<file path="src/rtl/reset_sequencer.sv">
// Reset sequencer: synchronizes RST_IN release, then releases RST_OUT bits one by one
// (bit 0 first), with a software request that restarts the whole sequence.
module reset_sequencer #(
    parameter int SYNC_STAGES = 2,
    parameter int NUM_OUT     = 4,
    parameter int MIN_ASSERT  = 4,
    parameter int RELEASE_GAP = 8
) (
    input  logic               CLK,
    input  logic               RST_IN,
    input  logic               SW_RST_REQ,
    output logic [NUM_OUT-1:0] RST_OUT,
    output logic               DONE
);

    localparam int CNT_MAX = (MIN_ASSERT > RELEASE_GAP) ? MIN_ASSERT : RELEASE_GAP;
    localparam int CW      = $clog2(CNT_MAX) + 1;
    localparam int IW      = (NUM_OUT > 1) ? $clog2(NUM_OUT) : 1;

    typedef enum logic [1:0] {S_ASSERT, S_RELEASE, S_DONE} state_t;

    logic [SYNC_STAGES-1:0] sync_q;
    logic                   rst_sync;
    state_t                 state, state_nxt;
    logic [CW-1:0]          cnt, cnt_nxt;
    logic [IW-1:0]          idx, idx_nxt;
    logic [NUM_OUT-1:0]     rst_out_nxt;
    logic                   done_nxt;
    logic                   ma_hit, gap_hit, last_idx;

    // Release path only: the chain shifts in a constant 1 once RST_IN is high.
    always_ff @(posedge CLK or negedge RST_IN) begin
        if (!RST_IN) sync_q <= '0;
        else         sync_q <= {sync_q[SYNC_STAGES-2:0], 1'b1};
    end

    assign rst_sync = sync_q[SYNC_STAGES-1];
    assign ma_hit   = rst_sync && (cnt == CW'(MIN_ASSERT - 1));
    assign gap_hit  = (cnt == CW'(RELEASE_GAP - 1));
    assign last_idx = (idx == IW'(NUM_OUT - 1));

    always_ff @(posedge CLK or negedge RST_IN) begin
        if (!RST_IN) begin
            state   <= S_ASSERT;
            cnt     <= '0;
            idx     <= '0;
            RST_OUT <= '0;
            DONE    <= 1'b0;
        end else begin
            state   <= state_nxt;
            cnt     <= cnt_nxt;
            idx     <= idx_nxt;
            RST_OUT <= rst_out_nxt;
            DONE    <= done_nxt;
        end
    end

    always_comb begin
        state_nxt = state;
        cnt_nxt   = cnt;
        idx_nxt   = idx;
        if (SW_RST_REQ) begin
            state_nxt = S_ASSERT;
            cnt_nxt   = '0;
            idx_nxt   = '0;
        end else begin
            case (state)
                S_ASSERT: begin
                    if (!rst_sync) begin
                        cnt_nxt = '0;
                    end else if (ma_hit) begin
                        cnt_nxt   = '0;
                        idx_nxt   = IW'(1);
                        state_nxt = (NUM_OUT == 1) ? S_DONE : S_RELEASE;
                    end else begin
                        cnt_nxt = cnt + CW'(1);
                    end
                end
                S_RELEASE: begin
                    if (gap_hit) begin
                        cnt_nxt = '0;
                        if (last_idx) state_nxt = S_DONE;
                        else          idx_nxt   = idx + IW'(1);
                    end else begin
                        cnt_nxt = cnt + CW'(1);
                    end
                end
                default: ;
            endcase
        end
    end

    // Outputs are next-values of their own flops, so SW_RST_REQ never reaches a pin combinationally.
    always_comb begin
        rst_out_nxt = RST_OUT;
        done_nxt    = DONE;
        if (SW_RST_REQ) begin
            rst_out_nxt = '0;
            done_nxt    = 1'b0;
        end else begin
            case (state)
                S_ASSERT: begin
                    if (ma_hit) begin
                        rst_out_nxt[0] = 1'b1;
                        done_nxt       = (NUM_OUT == 1);
                    end
                end
                S_RELEASE: begin
                    if (gap_hit) begin
                        for (int i = 0; i < NUM_OUT; i++)
                            if (idx == IW'(i)) rst_out_nxt[i] = 1'b1;
                        done_nxt = last_idx;
                    end
                end
                default: ;
            endcase
        end
    end

endmodule

</file>
<file path="config.mk">
export PLATFORM = sky130hd
export DESIGN_NAME = reset_sequencer
export DESIGN_NICKNAME = d
export VERILOG_FILES = /design/src/rtl/reset_sequencer.sv
export SDC_FILE = /design/constraint.sdc
export NUM_CORES = 1
export LEC_CHECK = 0
export ABC_AREA = 1
export ABC_CLOCK_PERIOD_IN_PS = 1800
export CORE_AREA = 3 3 47 49
export CTS_CLUSTER_DIAMETER = 150
export DETAILED_ROUTE_END_ITERATION = 6
export DIE_AREA = 0 0 50 52
export GPL_ROUTABILITY_DRIVEN = 0
export GPL_TIMING_DRIVEN = 0
export PLACE_DENSITY_LB_ADDON = 0.05
export SYNTH_ARGS = -nofsm -noshare
export SYNTH_HDL_FRONTEND = slang
export SYNTH_SLANG_ARGS = --single-unit
</file>
<file path="constraint.sdc">
create_clock -name CLK -period 1.8 [get_ports CLK]
set_clock_uncertainty 0.05 [all_clocks]
set_input_delay 0.18 -clock CLK [delete_from_list [all_inputs] [get_ports CLK]]
set_output_delay 0.18 -clock CLK [all_outputs]
set_load 0.01 [all_outputs]
</file>
==> flow_summary.yaml <==
critical_path:
  worst-path-max-fanout: 8
  critPathArrivalTime_ns: 1.56
  path_class: "reg -> reg"
  worst_setup_path_end_kind: "flip-flop"
  crit_path_start_kind: "flip-flop"
  required_ns: 1.93
die:
  rows: 16
  io_pins: 8
  die_x_um: 50
  die_h_um: 52
  initial_core_util_pct: 46.4
  die_area_um2: 2600
  core_region_area_um2: 1900
layout:
  area_delta_synth_final_pct: 14.8
  drive_above_1_share_pct: 19.5
  diodes: 0
  fillCellCount: 194
  fin_cells: 145
  fin_nets: 127
detailed_routing:
  drt_iter0_markers: 12
  drt-total-wl_mm: 1.51
  first_pass_iters: 4
  vias: 671
  via_per_inst: 4.63
  wl_per_cell_um: 10.4
  drcViolationCount: 0
  postRouteAntennaNets: 0
global_route:
  grt_pass1_vias: 675
  antenna_found_initial: 0
  gr-total-overflow: 0
  grt_max_degree: 16
  grt_first_pass_wirelength_mm: 2.85
  grt_usage_pct: 14.6
placement:
  portBuffers: 7
  post-place-cells: 141
  hpwl_mm: 1.18
power_and_ir_drop:
  comb_power_share_pct: 33.3
  power.leakage_uw: 0.000493
  p_seq_share_pct: 46.3
  p_sw_uw: 359
  internal-power_uw: 598
  swShare_pct: 37.5
  pwr-share-clk_pct: 20.4
  powerDensity_nw_per_um2: 945
  vdd.ir_drop.worst_mv: 0.508
synthesis:
  synthFlopType: "dfrtp_1"
  synth_area_um2: 882
  synth_area_leader_cell: "dfrtp_1"
  synthMuxAreaShare_pct: 0
  synth_commonest_cells: "32 x nand2_1, 15 x dfrtp_1, 9 x inv_1"
  async_reset_ff_share_pct: 100
  ys_ff_latch: 15
  synth_cells: 107
  syn_nets: 115
  synth_top_family_by_area: "simple AND/OR/NAND/NOR gates"
  synth_edf_count: 0
  synth.area.top_cells: "dfrtp_1 43%, nand2_1 14%, ha_1 7.1%"
  avgSynthCellArea_um2: 8.24
  synth_xor_xnor_area_share_pct: 0.993
  ys_types: 20
  synth_top_area_share_pct: 42.6
  synthSimpleGateAreaFrac_pct: 38.0
  synth_compound_area_share_pct: 4.54
  synthAdderAreaFrac_pct: 7.09
  yosysMostFrequentCell: "nand2_1"
  ys_warn_count: 0
  ys_seq_area_share_pct: 42.6
clocking:
  clk_pin_slew_ns: 0.09
  cts_resized: 0
  cts_root_buffer: "clkbuf_4"
  cts_made_buffers: 3
  cts_tree: "yes"
  cts_num_sinks: 15
  insertion_delay_ns: 0.28
  cts_buffer_depth: 2
  h-tree-depth: 1
  cts-hold-fix-buffers: 0
  cts_setup_buffers: 0
timing:
  worstMarginPinSlew_ns: 0.677
  final-setup-viol-count: 0
  slew_viol_final: 0
  fin_setup_tns_ns: 0
  fmax_ghz: 0.698
  fin_crit_sh_pct: 79.5
  rsz0062_at_grt: "no"
  final-hold-violation-count: 0
  finalCriticalPeriod_ns: 1.43
  slew_headroom_pct: 54.7
worst_hold_path:
  hp-class: "in -> async"
run_status:
  status: "completed"
flow_run:
  cap_violations: 0
cell type report:
type | instances | area [um^2] | area share, %
multi-input combinational | 78 | 450 | 44.5
sequential | 15 | 375 | 37.1
timing repair buffer | 7 | 70.1 | 6.92
inverter | 13 | 48.8 | 4.82
tap | 27 | 33.8 | 3.34
clock buffer | 4 | 26.3 | 2.60
buffer | 1 | 7.51 | 0.742
cell families (layout without fill, tap and decap cells):
| logic type | after synthesis | in the layout |
|---|---|---|
| buffers and inverters | 14 | 25 |
| adders and majority gates | 5 | 5 |
| and+or+nand+nor | 63 | 63 |
| DFF | 15 | 15 |
| other | 1 | 1 |
| AOI/OAI and AO/OA | 8 | 8 |
| xor gates and xnor gates | 1 | 1 |
sequential cells by signal (all words and copies together) (netlist names):
register,cells
RST_OUT,4
cnt,4
idx,2
state,2
sync_q,2
DONE,1
worst max-delay path, cell delays in order (launching register included):
cell	delay (ns)
dfrtp_1	0.39
ha_1	0.24
nand2_2	0.10
nor2_2	0.15
nor2_4	0.07
nor2_8	0.13
nand3_2	0.08
nand2_1	0.07
nand2_1	0.04
final timing paths:
path	from	endpoint	slack (ns)	cells after the start
worst max-delay path	cnt[0]	idx[0]	0.37	8
worst min-delay path	RST_IN	idx[1]	0.25	1
worst max register to register	cnt[0]	idx[0]	0.37	8
worst min register to register	sync_q[0]	sync_q[1]	0.31	0
max in group asynchronous	RST_IN	cnt[2]	1.01	1
min in group CLK	sync_q[0]	sync_q[1]	0.31	0
power groups by stage:
stage / Clock (uW) / Combinational [uW] / Sequential, uW
2_1_floorplan: 0 / 241 / 444
3_3_place_gp: 0 / 318 / 450
3_5_place_dp: 0 / 324 / 451
4_1_cts: 205 / 325 / 444
5_1_grt: 217 / 368 / 451
6_report: 195 / 319 / 443
cell usage in the layout, fill, tap and decap left out, drive strengths merged, types with 4 or more instances in the layout:
cell | synthesis | layout
a21oi | 6 | 6
clkbuf | 0 | 4
clkdlybuf4s50 | 0 | 7
dfrtp | 15 | 15
ha | 5 | 5
inv | 13 | 13
nand2 | 35 | 35
nand3 | 7 | 7
nand4 | 4 | 4
nor2 | 15 | 15
layer usage:
layer	wire [um]	part of all wire, %	vias up	GRT usage, %
li1	-	-	356	-
met1	688	46	309	16.5
met2	763	51	4	25.4
met3	38	2.5	2	3.72
met4	18	1.2	0	6.91
met5	0	0	-	0
stage by stage:
step           hold slack [ns]  power (uW)  utilization (%)  setup WS [ns]  cell area, um^2
2_1_floorplan           -0.166         685                -          0.474              882
3_3_place_gp             0.287         768             51.8          0.246              986
3_5_place_dp             0.292         776             51.8          0.237              986
4_1_cts                  0.275         973             53.2          0.335             1010
5_1_grt                  0.300        1040             53.2          0.171             1010
6_report                 0.254         957             53.2          0.368             1010
Note: power is estimated with default switching activity, not from simulation.
